--- src/rtl/rsu_csd_pipe_if.sv ---
// ---------------------------------------------------------------------------
// rsu_csd_pipe_if
// Sample stream bundle for rsu_csd_pipe: an upstream valid/ready channel
// carrying input samples, and a downstream valid/ready channel carrying the
// scaled result with its per-sample saturation flag.
//
//   in_valid / in_ready / in_sample      upstream handshake + signed sample
//   out_valid / out_ready / out_sample   downstream handshake + signed result
//   out_sat                              result was clamped (qualified by out_valid)
//
// Modports:
//   master : the side that produces input samples and consumes results
//   slave  : the scaler itself
// ---------------------------------------------------------------------------
interface rsu_csd_pipe_if #(
  parameter int DATA_W = 16,
  parameter int OUT_W  = 16
);
  logic                     in_valid;
  logic                     in_ready;
  logic signed [DATA_W-1:0] in_sample;
  logic                     out_valid;
  logic                     out_ready;
  logic signed [OUT_W-1:0]  out_sample;
  logic                     out_sat;

  modport master (
    output in_valid, in_sample, out_ready,
    input  in_ready, out_valid, out_sample, out_sat
  );

  modport slave (
    input  in_valid, in_sample, out_ready,
    output in_ready, out_valid, out_sample, out_sat
  );
endinterface

--- src/rtl/rsu_csd_pipe.sv ---
// ---------------------------------------------------------------------------
// rsu_csd_pipe
// Radius scale-up: multiplies each signed input sample by a runtime constant
// written as a sum of up to NUM_TERMS signed power-of-two terms
// (e.g. 7 = 2^3 - 2^0). Three-stage shift-add pipeline with valid/ready flow
// control, optional fixed-point right scaling and output saturation.
//
//   Stage 1 : per-term +/-(sample <<< shift), or 0 when the term is disabled
//   Stage 2 : two partial sums (lower half of the terms, upper half)
//   Stage 3 : add, (optional round), arithmetic >>> FRAC_SHIFT, clamp to OUT_W
//
// Ports:
//   clk, rst     clock; synchronous active-high reset
//   bus          rsu_csd_pipe_if.slave sample stream (in_* / out_*)
//   sat_sticky   set by any saturated output, held until sat_clr
//   sat_clr      clears sat_sticky (a same-cycle set wins)
//   cfg_we       write one shadow term {cfg_en, cfg_neg, cfg_shift} at cfg_idx
//   cfg_commit   copy the shadow bank to the active bank
//
// Build option:
//   RSU_ROUND_EN  when defined, stage 3 adds 2^(FRAC_SHIFT-1) before the
//                 right shift (round half up). No effect when FRAC_SHIFT = 0.
// ---------------------------------------------------------------------------
module rsu_csd_pipe #(
  parameter int DATA_W     = 16,
  parameter int OUT_W      = 16,
  parameter int NUM_TERMS  = 4,
  parameter int SHIFT_W    = 3,
  parameter int FRAC_SHIFT = 0
) (
  input  logic                         clk,
  input  logic                         rst,
  rsu_csd_pipe_if.slave                bus,
  output logic                         sat_sticky,
  input  logic                         sat_clr,
  input  logic                         cfg_we,
  input  logic [$clog2(NUM_TERMS)-1:0] cfg_idx,
  input  logic                         cfg_en,
  input  logic                         cfg_neg,
  input  logic [SHIFT_W-1:0]           cfg_shift,
  input  logic                         cfg_commit
);

  localparam int IDX_W = $clog2(NUM_TERMS);
  // Wide enough for the largest shifted sample summed over every term.
  localparam int ACC_W = DATA_W + (1 << SHIFT_W) + IDX_W;
  localparam int HALF  = NUM_TERMS / 2;

  // Clamp limits expressed in the accumulator width; min is ~max in two's complement.
  localparam logic signed [ACC_W-1:0] SAT_MAX = (ACC_W'(1) << (OUT_W - 1)) - ACC_W'(1);
  localparam logic signed [ACC_W-1:0] SAT_MIN = ~SAT_MAX;

`ifdef RSU_ROUND_EN
  // Half an output LSB; evaluates to 0 when FRAC_SHIFT = 0.
  localparam logic signed [ACC_W-1:0] ROUND_ADD = (ACC_W'(1) << FRAC_SHIFT) >> 1;
`endif

  typedef struct packed {
    logic               en;
    logic               neg;
    logic [SHIFT_W-1:0] shift;
  } term_t;

  localparam term_t TERM_ONE = '{en: 1'b1, neg: 1'b0, shift: '0};
  localparam term_t TERM_OFF = '{en: 1'b0, neg: 1'b0, shift: '0};

  term_t shadow_q [NUM_TERMS];
  term_t active_q [NUM_TERMS];

  // Pipeline state
  logic                     v1_q, v2_q, out_valid_q;
  logic signed [ACC_W-1:0]  term_q [NUM_TERMS];
  logic signed [ACC_W-1:0]  p0_q, p1_q;
  logic signed [OUT_W-1:0]  out_sample_q;
  logic                     out_sat_q;
  logic                     sat_sticky_q;

  // Combinational next-stage values
  logic                     advance;
  logic signed [ACC_W-1:0]  in_ext;
  logic signed [ACC_W-1:0]  term_c [NUM_TERMS];
  logic signed [ACC_W-1:0]  p0_c, p1_c;
  logic signed [ACC_W-1:0]  sum_c, scaled_c;
  logic signed [OUT_W-1:0]  res_c;
  logic                     res_sat_c;

  // The whole pipeline moves as one: it stalls only when a result is waiting
  // and downstream refuses it.
  assign advance = !out_valid_q || bus.out_ready;
  assign in_ext  = ACC_W'(bus.in_sample);

  // -------------------------------------------------------------------------
  // Term banks. Shadow is written one term at a time; commit copies the whole
  // bank. Both updates are non-blocking, so a commit in the same cycle as a
  // write copies the shadow contents from before that write.
  // -------------------------------------------------------------------------
  always_ff @(posedge clk) begin
    if (rst) begin
      for (int i = 0; i < NUM_TERMS; i++) begin
        shadow_q[i] <= (i == 0) ? TERM_ONE : TERM_OFF;
        active_q[i] <= (i == 0) ? TERM_ONE : TERM_OFF;
      end
    end else begin
      if (cfg_commit) begin
        active_q <= shadow_q;
      end
      if (cfg_we && (int'(cfg_idx) < NUM_TERMS)) begin
        shadow_q[cfg_idx] <= '{en: cfg_en, neg: cfg_neg, shift: cfg_shift};
      end
    end
  end

  // -------------------------------------------------------------------------
  // Stage 1 / stage 2 combinational logic
  // -------------------------------------------------------------------------
  always_comb begin
    for (int i = 0; i < NUM_TERMS; i++) begin
      // NOTE: every always_comb output gets a default before any condition,
      // so no path leaves it unassigned and no latch is inferred.
      term_c[i] = '0;
      if (active_q[i].en) begin
        term_c[i] = active_q[i].neg ? -(in_ext <<< active_q[i].shift)
                                    :  (in_ext <<< active_q[i].shift);
      end
    end
  end

  always_comb begin
    p0_c = '0;
    p1_c = '0;
    for (int i = 0; i < NUM_TERMS; i++) begin
      if (i < HALF) p0_c = p0_c + term_q[i];
      else          p1_c = p1_c + term_q[i];
    end
  end

  // -------------------------------------------------------------------------
  // Stage 3: final add, optional rounding, scaling, saturation
  // -------------------------------------------------------------------------
  always_comb begin
    // NOTE: blocking assignments here build the value step by step inside one
    // combinational evaluation; registers elsewhere use non-blocking only.
    sum_c = p0_q + p1_q;
`ifdef RSU_ROUND_EN
    sum_c = sum_c + ROUND_ADD;
`endif
    scaled_c  = sum_c >>> FRAC_SHIFT;
    res_c     = scaled_c[OUT_W-1:0];
    res_sat_c = 1'b0;
    if (scaled_c > SAT_MAX) begin
      res_c     = SAT_MAX[OUT_W-1:0];
      res_sat_c = 1'b1;
    end else if (scaled_c < SAT_MIN) begin
      res_c     = SAT_MIN[OUT_W-1:0];
      res_sat_c = 1'b1;
    end
  end

  // -------------------------------------------------------------------------
  // Control and output registers
  // -------------------------------------------------------------------------
  always_ff @(posedge clk) begin
    if (rst) begin
      v1_q         <= 1'b0;
      v2_q         <= 1'b0;
      out_valid_q  <= 1'b0;
      out_sample_q <= '0;
      out_sat_q    <= 1'b0;
      sat_sticky_q <= 1'b0;
    end else begin
      if (advance) begin
        v1_q        <= bus.in_valid;
        v2_q        <= v1_q;
        out_valid_q <= v2_q;
        if (v2_q) begin
          out_sample_q <= res_c;
          out_sat_q    <= res_sat_c;
        end
      end
      // Set has priority over clear.
      if (advance && v2_q && res_sat_c) sat_sticky_q <= 1'b1;
      else if (sat_clr)                 sat_sticky_q <= 1'b0;
    end
  end

  // NOTE: intermediate datapath registers carry no reset; the valid bits
  // above decide whether their contents mean anything.
  always_ff @(posedge clk) begin
    if (advance) begin
      term_q <= term_c;
      p0_q   <= p0_c;
      p1_q   <= p1_c;
    end
  end

  assign bus.in_ready   = advance;
  assign bus.out_valid  = out_valid_q;
  assign bus.out_sample = out_sample_q;
  assign bus.out_sat    = out_sat_q;
  assign sat_sticky     = sat_sticky_q;

endmodule

--- src/flat_wrapper.sv ---
// flat-port wrapper written by rule: the top's interface ports become plain ports
module rsu_csd_pipe_flat 
#(
  parameter int DATA_W     = 16,
  parameter int OUT_W      = 16,
  parameter int NUM_TERMS  = 4,
  parameter int SHIFT_W    = 3,
  parameter int FRAC_SHIFT = 0
)
  (clk, rst, sat_sticky, sat_clr, cfg_we, cfg_idx, cfg_en, cfg_neg, cfg_shift, cfg_commit, bus_in_valid, bus_in_sample, bus_out_ready, bus_in_ready, bus_out_valid, bus_out_sample, bus_out_sat);
  rsu_csd_pipe_if #(.DATA_W(DATA_W), .OUT_W(OUT_W)) bus_i ();
  input  logic clk;
  input  logic rst;
  output logic sat_sticky;
  input  logic sat_clr;
  input  logic cfg_we;
  input  logic [$clog2(NUM_TERMS)-1:0] cfg_idx;
  input  logic cfg_en;
  input  logic cfg_neg;
  input  logic [SHIFT_W-1:0] cfg_shift;
  input  logic cfg_commit;
  input wire logic [$bits(bus_i.in_valid)-1:0] bus_in_valid;
  input wire logic [$bits(bus_i.in_sample)-1:0] bus_in_sample;
  input wire logic [$bits(bus_i.out_ready)-1:0] bus_out_ready;
  output wire logic [$bits(bus_i.in_ready)-1:0] bus_in_ready;
  output wire logic [$bits(bus_i.out_valid)-1:0] bus_out_valid;
  output wire logic [$bits(bus_i.out_sample)-1:0] bus_out_sample;
  output wire logic [$bits(bus_i.out_sat)-1:0] bus_out_sat;
  assign bus_i.in_valid = bus_in_valid;
  assign bus_i.in_sample = bus_in_sample;
  assign bus_i.out_ready = bus_out_ready;
  assign bus_in_ready = bus_i.in_ready;
  assign bus_out_valid = bus_i.out_valid;
  assign bus_out_sample = bus_i.out_sample;
  assign bus_out_sat = bus_i.out_sat;
  rsu_csd_pipe #(.DATA_W(DATA_W), .OUT_W(OUT_W), .NUM_TERMS(NUM_TERMS), .SHIFT_W(SHIFT_W), .FRAC_SHIFT(FRAC_SHIFT)) u_core (.clk(clk), .rst(rst), .bus(bus_i), .sat_sticky(sat_sticky), .sat_clr(sat_clr), .cfg_we(cfg_we), .cfg_idx(cfg_idx), .cfg_en(cfg_en), .cfg_neg(cfg_neg), .cfg_shift(cfg_shift), .cfg_commit(cfg_commit));
endmodule
--- config.mk ---
export PLATFORM = sky130hd
export DESIGN_NAME = rsu_csd_pipe_flat
export DESIGN_NICKNAME = d
export VERILOG_FILES = /design/src/rtl/rsu_csd_pipe_if.sv /design/src/rtl/rsu_csd_pipe.sv /design/src/flat_wrapper.sv
export SDC_FILE = /design/constraint.sdc
export NUM_CORES = 1
export LEC_CHECK = 0
export BUFFER_PORTS_ARGS = -buffer_cell sky130_fd_sc_hd__buf_2
export CORE_UTILIZATION = 45
export CTS_CLUSTER_DIAMETER = 40
export DETAILED_ROUTE_END_ITERATION = 10
export SYNTH_ARGS = -nofsm -noshare
export SYNTH_HDL_FRONTEND = slang
export SYNTH_SLANG_ARGS = --single-unit
--- constraint.sdc ---
create_clock -name clk -period 8.5 [get_ports clk]
set_input_delay 1.7 -clock clk [delete_from_list [all_inputs] [get_ports clk]]
set_output_delay 1.7 -clock clk [all_outputs]
set_load 0.01 [all_outputs]
==> results of run 1 <==
[cells by family (layout without fill, tap and decap cells)]
logic type / count (synthesis) / count (layout) / synth area share
muxes: 152 / 152 / 0.132
xor gates and xnor gates: 127 / 127 / 0.0665
and+or+nand+nor: 534 / 534 / 0.166
buffers and inverters: 151 / 173 / 0.0444
DFF: 217 / 217 / 0.353
AOI/OAI and AO/OA: 440 / 440 / 0.175
adders and majority gates: 82 / 82 / 0.0627
[worst min path at each step]
stage | startpoint | depth (start not counted) | endpoint
3_3_place_gp | u_core.sat_sticky | 2 | u_core.sat_sticky
5_1_grt | u_core.bus.out_sample[11] | 1 | u_core.bus.out_sample[11]
4_1_cts | u_core.sat_sticky | 2 | u_core.sat_sticky
2_1_floorplan | u_core.shadow_q[19] | 1 | u_core.active_q[19]
3_5_place_dp | u_core.sat_sticky | 2 | u_core.sat_sticky
6_report | u_core.sat_sticky | 2 | u_core.sat_sticky
[power breakdown]
part / switching, mW / internal, mW / total, mW
Clock: 0.582 / 1.00 / 1.58
Sequential: 0.0449 / 1.21 / 1.26
Combinational: 0.371 / 0.246 / 0.617
[synth_stat cells (10+ instances only)]
master,count
mux2i_1,94
nand2_1,115
edfxtp_1,156
clkbuf_1,74
a21oi_1,120
xor2_1,52
nor2_1,139
a21boi_0,17
xnor2_1,75
o31ai_1,17
mux4_2,32
mux4_1,16
nor2b_1,20
o21bai_1,12
o211ai_1,21
inv_1,45
nand3_1,39
and2_1,70
nor3_1,22
clkbuf_8,10
and3_1,22
a221o_1,12
nand2b_1,25
dfxtp_1,61
o21ai_0,90
nand4_1,12
a21o_1,32
o21a_1,29
ha_1,79
or2_2,16
[per-layer routing]
metal | routed length, um | share of wire
met1 | 19200 | 0.46
met4 | 910 | 0.022
met5 | 0 | 0
met2 | 19300 | 0.47
met3 | 2070 | 0.050
[sequential cells by signal, summed over array words and instances, names as in the netlist]
signal,flops
u_core.v1_q,1
u_core.active_q,20
u_core.bus.out_sample,16
u_core.p0_q,26
u_core.bus.out_valid,1
u_core.v2_q,1
u_core.bus.out_sat,1
u_core.shadow_q,20
u_core.term_q,104
u_core.sat_sticky,1
u_core.p1_q,26
[through the flow]
step                      total power [mW]  hold WS (ns)  worst slack [ns]
after global placement                1.88         0.431              3.58
after global routing                  3.60         0.490              3.50
after floorplan                       1.73         0.431             0.284
final                                 3.46         0.449              3.83
after detailed placement              1.89         0.438              3.56
after CTS                             3.49         0.449              3.82
[area by class of cell]
| type | count | area [sq um] |
|---|---|---|
| clock inverters | 23 | 263 |
| flip-flops and latches | 217 | 5910 |
| inverters | 45 | 169 |
| multi-input cells | 1335 | 10100 |
| fillers | 3349 | 18200 |
| well taps | 468 | 586 |
| repair buffers | 57 | 305 |
| clock buffers | 48 | 1090 |
[worst max-delay path, delay by kind of cell, from the launching register on]
family / cells / cell delay [ns]
AO/OA/AOI/OAI: 7 / 2.37
AND/OR/NAND/NOR: 2 / 1.36
adder cells (fa/ha/maj): 1 / 0.40
flip-flops: 1 / 0.45
==> results.md, run 1 <==
- Asr flop ratio synth: 0
- M3 GR Usage: 0.0338
- Setup Fix Bufs, Post-CTS: 0
- Final period utilization: 0.549
- Global-route wire length before repair: ~66 mm
- Crit path to: u_core.bus.out_sample[14]
- Worst slew margin: 0.188
- Synth Warn #: 0
- Worst Skew: between 0.02 and 0.025 ns
- Slew @ Worst Pin: 1.21 ns
- Share of cells above drive strength 1: 0.125
- Largest net degree at the start of global routing: 82
- Drt wl/cell: between 15 and 20 um
- Type of the worst setup path: flop to flop
- CP max stage cell: nor3_1
- Pwr Density: 188 nW/um^2
- Total Routing Usage GR: 0.218
- Critical Path Start Type: flop
- Pleak: 7.73 nW
- Max Slew Vio Count: 0
- Most frequent cells in the layout: edfxtp_1 (156), nor2_1 (139), a21oi_1 (120)
- CP endpoint kind: flop
- Clock Tree Root: clkbuf_16
- Synth Flop Type: edfxtp_1
- Data arrival, critical path: 5.15 ns
- Hold-fix buffers at CTS: 0
- Clk sinks: 217
- Minimum clock period: ~4.7 ns
- Post-Layout Cell Count: 2193
- Synthesized flop and latch total: around 220
- Initial drt markers: 872
- CTS clk-pin slew, worst paths: 0.05 ns
- Largest stage delay, worst path: 1.01 ns
- Commonest non-fill, non-tap cell in the layout: edfxtp_1
- Number of global-route vias before repair: 12053
- Core Footprint: 36600 sq um
- Placed Cells: 2122
- Initial Util: 0.457
- TNS Setup: 0 ns
- Total Wirelength: 41.5 mm
- Routability cong.: 0.934
- MaxCap Viol Count: 0
- Number of enable flip-flop cells after synthesis: around 160
- GR Util met1: 0.295
- Antenna cells: 0
- Rows: 70
- Die width: 195 um
- Syn Area/Cell: 9.82 sq um
- GRT overflow: 0
- Nets: 1807
- RSZ-0062 raised after global routing: false
- Cell breakdown of the critical path: ha_1 -> a21o_1 -> or3_1 -> o21ai_0 -> o211ai_1 -> a21bo_2 -> a2111oi_0 -> a41oi_1 -> nor3_1 -> a221o_1
- Clk_lat worst skew: 0.56 ns
- Post_cts resized: 0
- Peak VDD IR: 0.155 mV
- R2R setup slack: 3.83 ns
- Post-synth top area share: 0.280
- Synthesis-to-finish area growth: 10.0%
- Post-synthesis sequential area ratio: 0.353
- # setup viols final: 0
- Layout Utilization: 0.503
- Outcome: finished, final reports clean
- CP max FO: 12
- Net Count, Synth: between 1500 and 2000
- Global routing's busiest layer: met2
- DR pass1 iterations: 6
- Finished Cell Area: 18400 sq um
- Post-DRT Antenna Nets: 0
- Port buffer count: 49
- Netlist cell types: 82
- I/O pins: 50
- R2R Path Start: u_core.p1_q[5]
- Worst setup path startpoint: u_core.p1_q[5]
- Drc violations: 0
- Initial antenna violation count: 0
- Synth Instances: 1703
- Worst Hold Class: flop to flop
- Leading area contributor after synthesis: edfxtp_1
- DP Wirelength: 31.2 mm
- Die ar.: 37900 sq um
- Top post-synthesis cells by area: edfxtp_1 (28%), dfxtp_1 (7.3%), ha_1 (5.9%)
- Met2 Track Usage GR: 0.358
- Register-to-Register Path Depth: 10
- Via-per-instance ratio: 5.80
- CTS tree: built
- Clock H-tree levels: 2
- DP Area: 17000 sq um
- Max Freq: 214 MHz
- CTS buffer count: 39
- Die Ht: around 190 um
- Clk buf depth: 3
- CP required: 8.99 ns
- R2r endpoint: u_core.bus.out_sample[14]
- Hold Fails Final Rpt: 0
- Routed vias: 12717
- Syn Std Cell Area: approximately 17000 sq um
(Power assumes the default switching activity.)
==> run 2: changes to the inputs <==
==> constraint.sdc (replaced) <==
create_clock -name clk -period 4 [get_ports clk]
set_input_delay 0.8 -clock clk [delete_from_list [all_inputs] [get_ports clk]]
set_output_delay 0.8 -clock clk [all_outputs]
set_load 0.01 [all_outputs]
==> run 2 against run 1 <==
- sequential share of layout area fell by 0.68 points
- routed wire length fell by 0.95%
- clock skew rose by 0.013 ns
- critical path depth fell by 1
- cell count rose by 2.8%
- largest cell class unchanged
- non-clock buffer count rose by 66
- largest power group unchanged
- sequential cell count did not move
- hold slack got worse by 0.0015 ns
- register-to-register slack got worse by 3.5 ns
==> results.md, run 2 (synthesis gave the netlist of run 1 again) <==
- Pwr Density: 382 nW/um^2
- Max Freq: 272 MHz
- Largest stage delay, worst path: approximately 0.65 ns
- Worst Skew: 0.0345 ns
- Critical Path Start Type: flop
- Hold Fails Final Rpt: 0
- Global-route wire length before repair: 65.8 mm
- Commonest non-fill, non-tap cell in the layout: edfxtp_1
- Final period utilization: 0.918
- Max reg flops: 104
- Minimum clock period: 3.67 ns
- DR pass1 iterations: 5
- DP Wirelength: 31.5 mm
- Total Routing Usage GR: 0.218
- Die ar.: 37900 sq um
- I/O pins: 50
- Slew @ Worst Pin: 1.06 ns
- Initial Util: 0.457
- Initial antenna violation count: 0
- Clk_lat worst skew: 0.54 ns
- Clock Tree Root: clkbuf_16
- Post-Layout Cell Count: 2254
- MaxCap Viol Count: 0
- Hold-fix buffers at CTS: 0
- Top reg by flops: u_core.term_q
- Antenna cells: 0
- Routed vias: 12957
- CP endpoint kind: flop
- CP required: 4.27 ns
- Number of global-route vias before repair: 12403
- Clock H-tree levels: 2
- Die width: 195 um
- Cell breakdown of the critical path: mux4_1 -> or4_1 -> a211oi_2 -> o2111a_1 -> nand3_1 -> o31a_1 -> a21oi_1 -> or2_2 -> a21boi_0
- Initial drt markers: 811
- Buf/Inv on CP: 0
- CP max stage cell: mux4_1
- Worst slew margin: 0.293
- # setup viols final: 0
- CTS clk-pin slew, worst paths: around 0.050 ns
- Synthesis-to-finish area growth: 12.4%
- R2R setup slack: 0.33 ns
- Worst Hold Class: flop to flop
- Type of the worst setup path: flop to flop
- Crit-path leading delay family: compound AO/OA/AOI/OAI gates
- Most frequent cells in the layout: edfxtp_1 (156), nor2_1 (139), a21oi_1 (120)
- Via-per-instance ratio: ~5.7
- Drc violations: 0
- CP max FO: 13
- CTS buffer count: 36
- Rows: 70
- Placed Cells: around 2200
- Core Footprint: 36600 sq um
- RSZ-0062 raised after global routing: false
- Max Slew Vio Count: 0
- Clk sinks: ~220
- Nets: 1870
- Setup Fix Bufs, Post-CTS: 0
- CTS tree: built
- TNS Setup: 0 ns
- Routability cong.: ~0.93
- Drt wl/cell: 18.2 um
- Share of cells above drive strength 1: 0.157
- Outcome: finished, final reports clean
- Pleak: about 8.0 nW
- Largest net degree at the start of global routing: 161
- Clk buf depth: 3
- Port buffer count: 49
- Data arrival, critical path: 3.95 ns
- Peak VDD IR: 0.294 mV
- Post-DRT Antenna Nets: 0
- Die Ht: around 190 um
- Regs by FF count: u_core.term_q: 104 flops, u_core.p0_q: 26 flops, u_core.p1_q: 26 flops
- GRT overflow: 0
- Total Wirelength: 41.1 mm
[run 2: changes by cell type in the layout (fill, tap and decap cells not counted), sizes merged]
cell	change
clkinvlp	+4
buf	+66
clkinv	+2
clkbuf	-8
inv	-3
[run 2: per-stage QoR]
step	setup WS, ns	hold WS (ns)	cell area, sq um	utilization	total power, mW
floorplan	0.357	0.431	16700	-	3.66
global placement	-0.0415	0.430	17600	0.480	4.10
detailed placement	-0.0549	0.439	17600	0.480	4.12
CTS	0.255	0.450	18800	0.513	7.25
global route	0.0777	0.489	18800	0.513	7.49
finish	0.328	0.447	18800	0.513	7.18
[run 2: metal layers]
layer,track usage,part of all wire
met1,0.289,0.47
met5,0,0
met4,0.0729,0.027
met3,0.0345,0.044
met2,0.362,0.46
[run 2: path summary, 6_finish.rpt]
check                                        start                end  depth (start not counted)
worst max-delay path            u_core.active_q[0]  u_core.term_q[24]                          9
worst min-delay path             u_core.sat_sticky  u_core.sat_sticky                          2
worst max register to register  u_core.active_q[0]  u_core.term_q[24]                          9
worst min register to register   u_core.sat_sticky  u_core.sat_sticky                          2
[run 2: report_power, final]
| part | switching [mW] | internal [mW] |
|---|---|---|
| Combinational | 0.816 | 0.599 |
| Clock | 1.16 | 1.93 |
| Sequential | 0.0930 | 2.58 |
[run 2: repair_timing]
| action | CTS | global route |
|---|---|---|
| resized for setup | 1 | 1 |
| hold endpoints to repair | 0 | 0 |
| endpoints found under the setup margin | 12 | 12 |
[run 2: worst register-to-register path: stages, from the launching register on]
cell and delay [ns]:
dfxtp_1 0.62, mux4_1 0.65, or4_1 0.50, a211oi_2 0.34
o2111a_1 0.35, nand3_1 0.16, o31a_1 0.39, a21oi_1 0.19
or2_2 0.15, a21boi_0 0.07
[run 2: final cells by class]
class	instances	area, sq um
clock buffer	40	980
clock inverter	26	251
fill	3340	17800
inverter	45	169
multi-input combinational	1335	10100
sequential	217	5910
tap	468	586
timing repair buffer	123	813
==> run 3: changes to the inputs <==
--- a/config.mk
+++ b/config.mk
@@ -6,7 +6,7 @@
 export NUM_CORES = 1
 export LEC_CHECK = 0
 export BUFFER_PORTS_ARGS = -buffer_cell sky130_fd_sc_hd__buf_2
-export CORE_UTILIZATION = 45
+export CORE_UTILIZATION = 44
 export CTS_CLUSTER_DIAMETER = 40
 export DETAILED_ROUTE_END_ITERATION = 10
 export SYNTH_ARGS = -nofsm -noshare
==> run 3 against run 2 <==
- clock power rose by 6%
- core utilization fell by 0.74 points
- clock-buffer cell count rose by 9
- hold slack improved by 0.011 ns
- non-clock buffer count rose by 2
- design area rose by 0.93%
- first-iteration DRC count fell by 14%
- global-route usage barely moved
- power rose by 2.9%
- via count fell by 0.36%
- cell count rose by 2.4%
==> results.md, run 3 (synthesis gave the netlist of run 1 again) <==
- Top reg by flops: u_core.term_q
- Initial drt markers: 701
- Global-route wire length before repair: 66.8 mm
- FF/Latch Area: 5910 sq um
- Minimum clock period: 3.68 ns
- Largest stage delay, worst path: 0.50 ns
- I/O pins: 50
- Drc violations: 0
- Critical Path Start Type: flop
- CP required: 4.42 ns
- # setup viols final: 0
- Total Routing Usage GR: 0.218
- Synthesis-to-finish area growth: 13.5%
- Type of the worst setup path: flop to flop
- Die ar.: between 30000 and 40000 sq um
- Setup WS pre-CTS: -0.0588 ns
- DP Area: 17600 sq um
- Multi-input logic area: just over 10000 sq um
- Final period utilization: 0.921
- DR pass1 iterations: 5
- Worst Hold Class: flop to flop
- CTS buffer count: 40
- Share of cells above drive strength 1: 0.159
- Routability cong.: 0.865
- Core Footprint: 37500 sq um
- Hold Crit Start: u_core.sat_sticky
- Regs by FF count: u_core.term_q: 104 flops, u_core.p0_q: 26 flops, u_core.p1_q: 26 flops
- Via-per-instance ratio: 5.60
- Layout Utilization: 0.506
- Max Freq: 271 MHz
- Hold-fix buffers at CTS: 0
- Hold Fails Final Rpt: 0
- R2R setup slack: 0.32 ns
- Clk buf depth: 3
- DP Wirelength: roughly 32 mm
- CTS clk-pin slew, worst paths: 0.05 ns
- Port buffer count: 49
- MaxCap Viol Count: 0
- Outcome: finished, final reports clean
- CP endpoint kind: flop
- Rows: 71
- Setup Fix Bufs, Post-CTS: 0
- Largest net degree at the start of global routing: about 160
- Post-DRT Antenna Nets: 0
- CTS tree: built
- Most frequent cells in the layout: edfxtp_1 (156), nor2_1 (139), a21oi_1 (120)
- Layout fillers: 3508
- CP max FO: 12
- Pwr Density: 389 nW/um^2
- Drt wl/cell: 17.9 um
- Hold Path Depth: 2
- Cell breakdown of the critical path: ha_1 -> a211oi_1 -> o21ai_0 -> o2111a_1 -> buf_4 -> nor4b_1 -> a311oi_1 -> a2111oi_1 -> nand4b_1 -> and3_1 -> a221o_1
- R2R Path Start: u_core.p1_q[1]
- CP max stage cell: a2111oi_1
- Nets: 1876
- Worst slew margin: 0.298
- Min-Delay Endpoint: u_core.sat_sticky
- Clk sinks: 217
- Die Ht: between 150 and 200 um
- Die width: ~200 um
- Setup WS post-layout: 0.315 ns
- GRT overflow: 0
- Post_cts resized: 1
- Initial antenna violation count: 0
- TNS Setup: 0 ns
- Number of global-route vias before repair: 12439
- Register-to-Register Path Depth: 11
- Slew @ Worst Pin: between 1 and 1.5 ns
- Max Slew Vio Count: 0
- Data arrival, critical path: 4.11 ns
- Pleak: 8.06 nW
- Clock H-tree levels: 2
- Clock Tree Root: clkbuf_16
- Worst Skew: 0.0201 ns
- R2r endpoint: u_core.bus.out_sample[8]
- Finished Cell Area: ~19000 sq um
- RSZ-0062 raised after global routing: false
- Max reg flops: 104
- Peak VDD IR: 0.324 mV
- Total Wirelength: 41.3 mm
- Clk_lat worst skew: 0.55 ns
- Routed vias: 12911
- Initial Util: 0.446
- Antenna cells: 0
- Fin Hold WS: 0.458 ns
- Commonest non-fill, non-tap cell in the layout: edfxtp_1
-- run 3: cell count changes in the layout (fill, tap and decap cells not counted), sizes merged --
cell      change
inv           -4
clkinv        +4
clkbuf        +9
clkinvlp      -1
buf           +2
-- run 3: power breakdown --
part           switching (mW)  internal [mW]  total [mW]  leakage, nW
sequential             0.0953           2.58        2.68         2.31
clock                    1.16           2.12        3.28        0.647
combinational           0.822          0.602        1.42         5.10
-- run 3: how the worst max path moves through the flow --
stage                     start                        end  slack, ns  cells past startpoint
2_1_floorplan  bus_in_sample[4]          u_core.term_q[21]       0.36                     10
3_3_place_gp     u_core.p1_q[0]  u_core.bus.out_sample[14]      0.008                     14
3_5_place_dp     u_core.p0_q[0]  u_core.bus.out_sample[14]      -0.06                     14
4_1_cts          u_core.p1_q[1]   u_core.bus.out_sample[4]       0.23                     11
5_1_grt          u_core.p1_q[1]   u_core.bus.out_sample[8]       0.01                     11
6_report         u_core.p1_q[1]   u_core.bus.out_sample[8]       0.32                     11
-- run 3: layer usage --
metal	track usage	wire length [um]	vias to the layer above
met5	0	0	-
met1	0.287	18900	6111
met2	0.371	19800	270
met3	0.0287	1650	60
li1	-	-	6470
met4	0.0703	922	0
-- run 3: worst max-delay path: cells and delay by family (launching register included) --
kind	cells	cell delay [ns]
AND/OR/NAND/NOR	3	0.93
flip-flops	1	0.39
AO/OA/AOI/OAI	6	1.77
adder cells (fa/ha/maj)	1	0.32
buffers and inverters	1	0.16
-- run 3: layout make-up --
type | instances | share of cell area
clock buffers | 49 | 0.0584
clock inverters | 25 | 0.0119
inverters | 45 | 0.00890
multi-input cells | 1335 | 0.532
flip-flops and latches | 217 | 0.311
well taps | 511 | 0.0337
repair buffers | 125 | 0.0437
-- run 3: per-stage QoR --
step	std cells	total power [mW]
finish	2307	7.39
global placement	2233	4.12
floorplan	1703	3.66
CTS	2307	7.46
detailed placement	2233	4.13
global route	2307	7.73
